### src/rtl/alu_sequencer.sv
// Instruction sequencer driving an external 4-bit combinational ALU.
// It owns a 4x4 register file and a load-immediate path, and returns results over a valid/ready handshake.
module alu_sequencer (
  input  logic        clk,
  input  logic        rst,
  input  logic        in_valid,
  output logic        in_ready,
  input  logic [15:0] in_instr,
  output logic [3:0]  alu_a,
  output logic [3:0]  alu_b,
  output logic [3:0]  alu_s,
  output logic        alu_cin,
  input  logic [3:0]  alu_f,
  output logic        res_valid,
  input  logic        res_ready,
  output logic [3:0]  res_data,
  output logic [1:0]  res_rd,
  output logic [7:0]  op_count
);

  typedef enum logic [1:0] {IDLE, EXEC, RESP} state_t;

  state_t     state;
  logic [3:0] regs [4];
  logic [1:0] rd_q;

  logic       f_li;
  logic [3:0] f_sel;
  logic       f_cin;
  logic [1:0] f_rd;
  logic [1:0] f_rs1;
  logic [1:0] f_rs2;
  logic [3:0] f_imm;

  assign f_li  = in_instr[15];
  assign f_sel = in_instr[14:11];
  assign f_cin = in_instr[10];
  assign f_rd  = in_instr[9:8];
  assign f_rs1 = in_instr[7:6];
  assign f_rs2 = in_instr[5:4];
  assign f_imm = in_instr[3:0];

  // in_ready is registered so it stays low until the first edge after reset.
  always_ff @(posedge clk or posedge rst) begin
    if (rst) begin
      state     <= IDLE;
      in_ready  <= 1'b0;
      res_valid <= 1'b0;
      for (int unsigned i = 0; i < 4; i++) regs[i] <= '0;
      alu_a     <= '0;
      alu_b     <= '0;
      alu_s     <= '0;
      alu_cin   <= 1'b0;
      res_data  <= '0;
      res_rd    <= '0;
      rd_q      <= '0;
      op_count  <= '0;
    end else begin
      case (state)
        IDLE: begin
          if (in_ready && in_valid) begin
            in_ready <= 1'b0;
            if (f_li) begin
              regs[f_rd] <= f_imm;
              res_data   <= f_imm;
              res_rd     <= f_rd;
              res_valid  <= 1'b1;
              state      <= RESP;
            end else begin
              // Operands are captured here, so rs == rd reads the pre-write value.
              alu_a   <= regs[f_rs1];
              alu_b   <= regs[f_rs2];
              alu_s   <= f_sel;
              alu_cin <= f_cin;
              rd_q    <= f_rd;
              state   <= EXEC;
            end
          end else begin
            in_ready <= 1'b1;
          end
        end
        EXEC: begin
          regs[rd_q] <= alu_f;
          res_data   <= alu_f;
          res_rd     <= rd_q;
          res_valid  <= 1'b1;
          state      <= RESP;
        end
        RESP: begin
          if (res_ready) begin
            res_valid <= 1'b0;
            in_ready  <= 1'b1;
            op_count  <= op_count + 8'd1;
            state     <= IDLE;
          end
        end
        default: state <= IDLE;
      endcase
    end
  end

endmodule
### config.mk
export PLATFORM = sky130hd
export DESIGN_NAME = alu_sequencer
export DESIGN_NICKNAME = d
export VERILOG_FILES = /design/src/rtl/alu_sequencer.sv
export SDC_FILE = /design/constraint.sdc
export NUM_CORES = 1
export LEC_CHECK = 0
export ABC_AREA = 1
export CORE_ASPECT_RATIO = 1.5
export CORE_MARGIN = 3
export CORE_UTILIZATION = 55
export CTS_BUF_LIST = sky130_fd_sc_hd__clkbuf_8 sky130_fd_sc_hd__clkbuf_16
export DETAILED_ROUTE_END_ITERATION = 8
export PLACE_DENSITY = 0.91
export SLEW_MARGIN = 20
export SYNTH_ARGS = -nofsm -noshare
export SYNTH_HDL_FRONTEND = slang
export SYNTH_SLANG_ARGS = --single-unit
export TNS_END_PERCENT = 1
### constraint.sdc
create_clock -name clk -period 2.6 [get_ports clk]
set_clock_uncertainty 0.05 [all_clocks]
set_input_delay 0.39 -clock clk [delete_from_list [all_inputs] [get_ports clk]]
set_output_delay 0.39 -clock clk [all_outputs]
set_load 0.02 [all_outputs]
==> results of run 1 <==
==> power by group <==
part / switching [mW] / internal, mW
logic: 0.873 / 0.604
clock network: 0.240 / 0.280
registers: 0.255 / 1.08
==> cells in the mapped netlist (all sizes together) <==
library cell / n
nand2: 225
nor2: 16
nand4: 2
inv: 39
clkinv: 5
clkbuf: 2
dfrtp: 49
o21ai: 14
o31ai: 1
o211ai: 16
ha: 1
buf: 6
xor2: 1
xnor2: 2
nand3: 7
==> cell type report <==
type | count | area (µm²)
Fill cell | 389 | 1280
Multi-Input combinational cell | 285 | 1270
Sequential cell | 49 | 1230
Timing Repair Buffer | 53 | 528
Inverter | 44 | 171
Tap cell | 64 | 80.1
Clock buffer | 5 | 68.8
Clock inverter | 2 | 35.0
==> per-stage QoR <==
stage	hold slack [ns]	area, µm²	cells
CTS	0.434	3380	502
finish	0.429	3380	502
global placement	0.410	3270	495
global route	0.453	3380	502
detailed placement	0.414	3270	495
floorplan	0.392	2720	386
==> registers in the layout, indices dropped and copies added (netlist names) <==
signal     flops
res_data       4
rd_q           2
regs          16
alu_cin        1
alu_s          4
op_count       8
res_rd         2
state          2
in_ready       1
alu_a          4
alu_b          4
res_valid      1
==> path summary, 6_finish.rpt <==
| kind | from | to | slack, ns | cells after the start |
|---|---|---|---|---|
| worst min-delay path | alu_b[3]$_DFFE_PP0P_ | alu_b[3]$_DFFE_PP0P_ | 0.43 | 2 |
| min in group asynchronous | rst | alu_s[0]$_DFFE_PP0P_ | 0.50 | 2 |
| worst max-delay path | op_count[3]$_DFFE_PP0P_ | op_count[3] | 0.74 | 1 |
| worst max register to register | state[0]$_DFFE_PP0P_ | alu_a[1]$_DFFE_PP0P_ | 0.98 | 5 |
| max in group asynchronous | rst | alu_s[1]$_DFFE_PP0P_ | 1.36 | 3 |
| worst min register to register | alu_b[3]$_DFFE_PP0P_ | alu_b[3]$_DFFE_PP0P_ | 0.43 | 2 |
==> logic make-up (layout without fill, tap and decap cells) <==
kind of cell             count (synthesis)  in the layout  share of synthesized area, %
AO/OA/AOI/OAI                           31             31                          7.28
flip-flops                              49             49                          45.1
adder cells (fa/ha/maj)                  1              1                         0.461
AND/OR/NAND/NOR                        250            250                          37.9
XOR/XNOR                                 3              3                         0.967
buffers and inverters                   52            104                          8.24
==> per-layer routing <==
layer,vias to the layer above,share of wire [%],wire [µm]
li1,1285,-,-
met4,0,2.2,140
met5,-,0,0
met1,1162,40,2470
met2,91,53,3330
met3,14,4.8,301
==> worst reg2reg max path, stage by stage (launching register included) <==
cell	delay, ns
dfrtp_1	0.51
nor2_2	0.24
nand4_4	0.27
inv_2	0.30
nand2_1	0.11
nand2_1	0.07
==> results by group, run 1 <==
Run status
  • Status: finished, final reports clean

Critical path
  • Crit path max fanout: 6
  • CP max stage cell: clkdlybuf4s50_1
  • Worst Path Buf+Inv: 1
  • Crit-path max cell delay: 0.65 ns
  • Critical path, cell by cell: clkdlybuf4s50_1
  • Required time of the critical path: 2.16 ns
  • Critical path arrival: 1.42 ns
  • CP Class: flop to output pin
  • CP delay by family, top: buffers and inverters
  • Startpoint type of the worst setup path: flop
  • Critical Path Sink Type: output pin

Detailed routing
  • Routed Antenna Nets: 0
  • Initial DRC Count: 125
  • Drt wl/cell: 12.4 µm
  • Post-Route WL: 6.25 mm
  • Via Count: 2552
  • DRC Markers: 0
  • Via density: 5.08
  • Drt first pass iters: 4

Synth
  • Seq/Total Area, Yosys: 45.1%
  • Area contributors post-synth: dfrtp_1 (45%), nand2_1 (30%), inv_1 (5.0%), o211ai_1 (4.4%), nor2_2 (2.3%)
  • Post-synthesis register bit count: 49
  • Net Count, Synth: 411
  • Top cell type by total area after synthesis: dfrtp_1
  • Synth warnings: 0
  • Post-Syn Area: 0.00272 mm²
  • Yosys top cell area share: 45.1%
  • Average cell area after synthesis: 7.04 µm²
  • Mapped Cells: 386
  • Synth cell types: 24

Floorplanning
  • Initial Util: 58.4%
  • Boundary Pins: 53
  • Die area: 0.00584 mm²
  • Chip height: 92.1 µm
  • Core Area: 0.00465 mm²
  • Die Span X: 63.4 µm
  • Number of core rows: 30

Pwr
  • LEAKAGE: 1.85 nW
  • Power per Cell Area: 988 mW/mm²
  • Peak VDD IR: 0.538 mV
  • Design Power: 3.33 mW

Global route
  • Grt ovf: 0
  • Initial antenna violation count: 0
  • Global routing's busiest layer: met2
  • Overall Global Routing Usage: 23.1%
  • Global Route met1 Usage: 26.2%
  • Largest net degree at the start of global routing: 41
  • Global-route wire length before repair: 10.8 mm
  • Vias in the first global route: 2456
  • Met3 Use GR: 3.43%
  • GRT met2 Usage: 42.5%

Timing
  • Setup TNS: 0 ns
  • Final worst setup slack: 0.740 ns
  • Hold Vio Cnt, Final: 0
  • Tcrit/Tclk final: 71.5%
  • Pins Over Slew Limit: 0
  • Final Setup Violations: 0
  • Fmax: 538 MHz
  • Slew margin rel.: 47.1%
  • Period minus WS final: 1.86 ns
  • Unrepaired setup endpoints after global routing: no
  • Slew at the pin closest to its max-slew limit: 0.793 ns

Finish
  • Diode count: 0
  • Most common cell after layout, fill and taps aside: nand2_1
  • Area Overhead vs Synth: 24.3%
  • Commonest non-fill, non-tap cells in the layout: nand2_1 (216), clkdlybuf4s50_1 (52), dfrtp_1 (49)
  • Ratio of cells with drive above 1 in the final layout: 8.68%
  • Fin util: 72.5%
  • Final nets: 463

Clock network
  • Clk buf depth: 2
  • Root buffer cell: clkbuf_8
  • Clk Latency, worst-skew pair: 0.30 ns
  • Post_cts resized: 0
  • CTS buffer count: 5
  • CTS sink count: 49
  • CTS H-tree depth: 2
  • CTS tree: yes
  • Hold-fix buffers at CTS: 0
  • Clk slew on worst S/H paths: 0.09 ns
  • Setup Fix Bufs, Post-CTS: 0

Place
  • DP Worst Slack: 0.754 ns
  • Number of port buffers: 52
  • GP Congestion: 0.905
  • Detailed placement HPWL: 4.75 mm

Min path
  • Tightest Hold Check Type: flop to flop

Job
  • Max_cap viols: 0
(Power assumes the default switching activity.)
==> inputs of run 2 (changes only) <==
--- a/config.mk
+++ b/config.mk
@@ -8,10 +8,10 @@
 export ABC_AREA = 1
 export CORE_ASPECT_RATIO = 1.5
 export CORE_MARGIN = 3
-export CORE_UTILIZATION = 55
+export CORE_UTILIZATION = 52
 export CTS_BUF_LIST = sky130_fd_sc_hd__clkbuf_8 sky130_fd_sc_hd__clkbuf_16
 export DETAILED_ROUTE_END_ITERATION = 8
-export PLACE_DENSITY = 0.91
+export PLACE_DENSITY = 0.87
 export SLEW_MARGIN = 20
 export SYNTH_ARGS = -nofsm -noshare
 export SYNTH_HDL_FRONTEND = slang
==> constraint.sdc (replaced) <==
create_clock -name clk -period 1.87 [get_ports clk]
set_clock_uncertainty 0.05 [all_clocks]
set_input_delay 0.2805 -clock clk [delete_from_list [all_inputs] [get_ports clk]]
set_output_delay 0.2805 -clock clk [all_outputs]
set_load 0.02 [all_outputs]
==> run 2 against run 1 <==
Wire length increased by 0.70%. Cell count rose by 0.60%. Critical path type unchanged. Clock power grew 38%. Highest routed layer unchanged. Sequential share of layout area decreased by 0.24 points. Total power increased by 39%. Critical path depth unchanged. Utilization down 3.5 points. Combinational power increased by 39%. Global-route usage is 1.0 points lower. Worst hold slack got worse by 0.20 ns.
==> results by group, run 2 (synthesis gave the netlist of run 1 again) <==
Finish
  • Diode count: 0
  • Biggest register: regs
  • Commonest non-fill, non-tap cells in the layout: nand2_1 (216), clkdlybuf4s50_1 (52), dfrtp_1 (49)
  • Fin util: 69.0%
  • Ratio of cells with drive above 1 in the final layout: 8.88%
  • Area Overhead vs Synth: 25.1%
  • Largest register FFs: 16
  • Final nets: 464
  • Most common cell after layout, fill and taps aside: nand2_1
  • Largest regs: regs (16), op_count (8)

Critical path
  • Crit path max fanout: 7
  • Startpoint type of the worst setup path: flop
  • Crit-path max cell delay: 0.64 ns
  • CP delay by family, top: buffers and inverters
  • CP max stage cell: clkdlybuf4s50_1
  • Critical path, cell by cell: clkdlybuf4s50_1
  • Critical Path Sink Type: output pin
  • Worst Path Buf+Inv: 1
  • CP Class: flop to output pin
  • Required time of the critical path: 1.54 ns
  • Critical path arrival: 1.39 ns

Detailed routing
  • Drt first pass iters: 4
  • DRC Markers: 0
  • Via Count: 2519
  • Initial DRC Count: 100
  • Via density: 4.99
  • Drt wl/cell: 12.5 µm
  • Routed Antenna Nets: 0
  • Post-Route WL: 6.29 mm

Clock network
  • CTS sink count: 49
  • Clk slew on worst S/H paths: 0.08 ns
  • Setup Fix Bufs, Post-CTS: 0
  • Post_cts resized: 0
  • Root buffer cell: clkbuf_8
  • Clk buf depth: 2
  • Hold-fix buffers at CTS: 0
  • CTS buffer count: 5
  • CTS tree: yes
  • Clk Latency, worst-skew pair: 0.30 ns
  • CTS H-tree depth: 2

Place
  • GP Congestion: 0.957
  • Detailed placement HPWL: 4.77 mm
  • DP Worst Slack: 0.139 ns
  • Number of port buffers: 52

Global route
  • Largest net degree at the start of global routing: 34
  • Grt ovf: 0
  • Initial antenna violation count: 0
  • Met3 Use GR: 3.10%
  • Overall Global Routing Usage: 22.0%
  • Global Route met1 Usage: 23.6%
  • Vias in the first global route: 2433
  • Global routing's busiest layer: met2
  • GRT met2 Usage: 41.8%
  • Global-route wire length before repair: 10.6 mm

Floorplanning
  • Die area: 0.00614 mm²
  • Chip height: 94.5 µm
  • Die Span X: 65.0 µm
  • Number of core rows: 31
  • Initial Util: 55.1%
  • Core Area: 0.00493 mm²
  • Boundary Pins: 53

Pwr
  • LEAKAGE: 1.86 nW
  • Peak VDD IR: 0.762 mV
  • Power per Cell Area: 1360 mW/mm²

Timing
  • Period minus WS final: 1.72 ns
  • Fmax: 580 MHz
  • Tcrit/Tclk final: 92.2%
  • Final worst setup slack: 0.146 ns
  • Final Setup Violations: 0
  • Pins Over Slew Limit: 0
  • Setup TNS: 0 ns
  • Hold Vio Cnt, Final: 0
  • Slew margin rel.: 63.9%
  • Unrepaired setup endpoints after global routing: no
  • Fin Hold WS: 0.233 ns
  • Slew at the pin closest to its max-slew limit: 0.540 ns

Min path
  • Tightest Hold Check Type: primary input to async pin

Run status
  • Status: finished, final reports clean

Job
  • Max_cap viols: 0
[run 2: layout make-up]
cell class,instances,area (µm²)
Inverter,44,171
Timing Repair Buffer,54,548
Clock inverter,2,35.0
Multi-Input combinational cell,285,1270
Fill cell,436,1530
Tap cell,66,82.6
Sequential cell,49,1230
Clock buffer,5,68.8
[run 2: report_power, final]
group          switching [mW]  internal, mW
registers               0.360          1.50
clock network           0.330         0.389
logic                    1.20         0.847
[run 2: worst paths after layout]
path	startpoint	end	slack, ns	depth (start not counted)
worst max-delay path	op_count[4]$_DFFE_PP0P_	op_count[4]	0.15	1
worst min-delay path	rst	op_count[7]$_DFFE_PP0P_	0.23	2
worst max register to register	state[1]$_DFFE_PP0P_	regs[4]$_DFFE_PP0P_	0.30	7
worst min register to register	alu_b[1]$_DFFE_PP0P_	alu_b[1]$_DFFE_PP0P_	0.43	2
max in group asynchronous	rst	alu_b[1]$_DFFE_PP0P_	1.05	3
min in group clk	alu_b[1]$_DFFE_PP0P_	alu_b[1]$_DFFE_PP0P_	0.43	2
[run 2: metal layers]
layer / share of wire, % / vias up
li1: - / 1282
met1: 41 / 1152
met2: 53 / 70
met3: 3.6 / 15
met4: 3.0 / 0
met5: 0 / -
[run 2: through the flow]
stage / instances / instance area (µm²) / power [mW]
2_1_floorplan: 386 / 2720 / 3.09
3_3_place_gp: 498 / 3290 / 3.85
3_5_place_dp: 498 / 3290 / 3.93
4_1_cts: 505 / 3400 / 4.65
5_1_grt: 505 / 3400 / 4.96
6_report: 505 / 3400 / 4.63
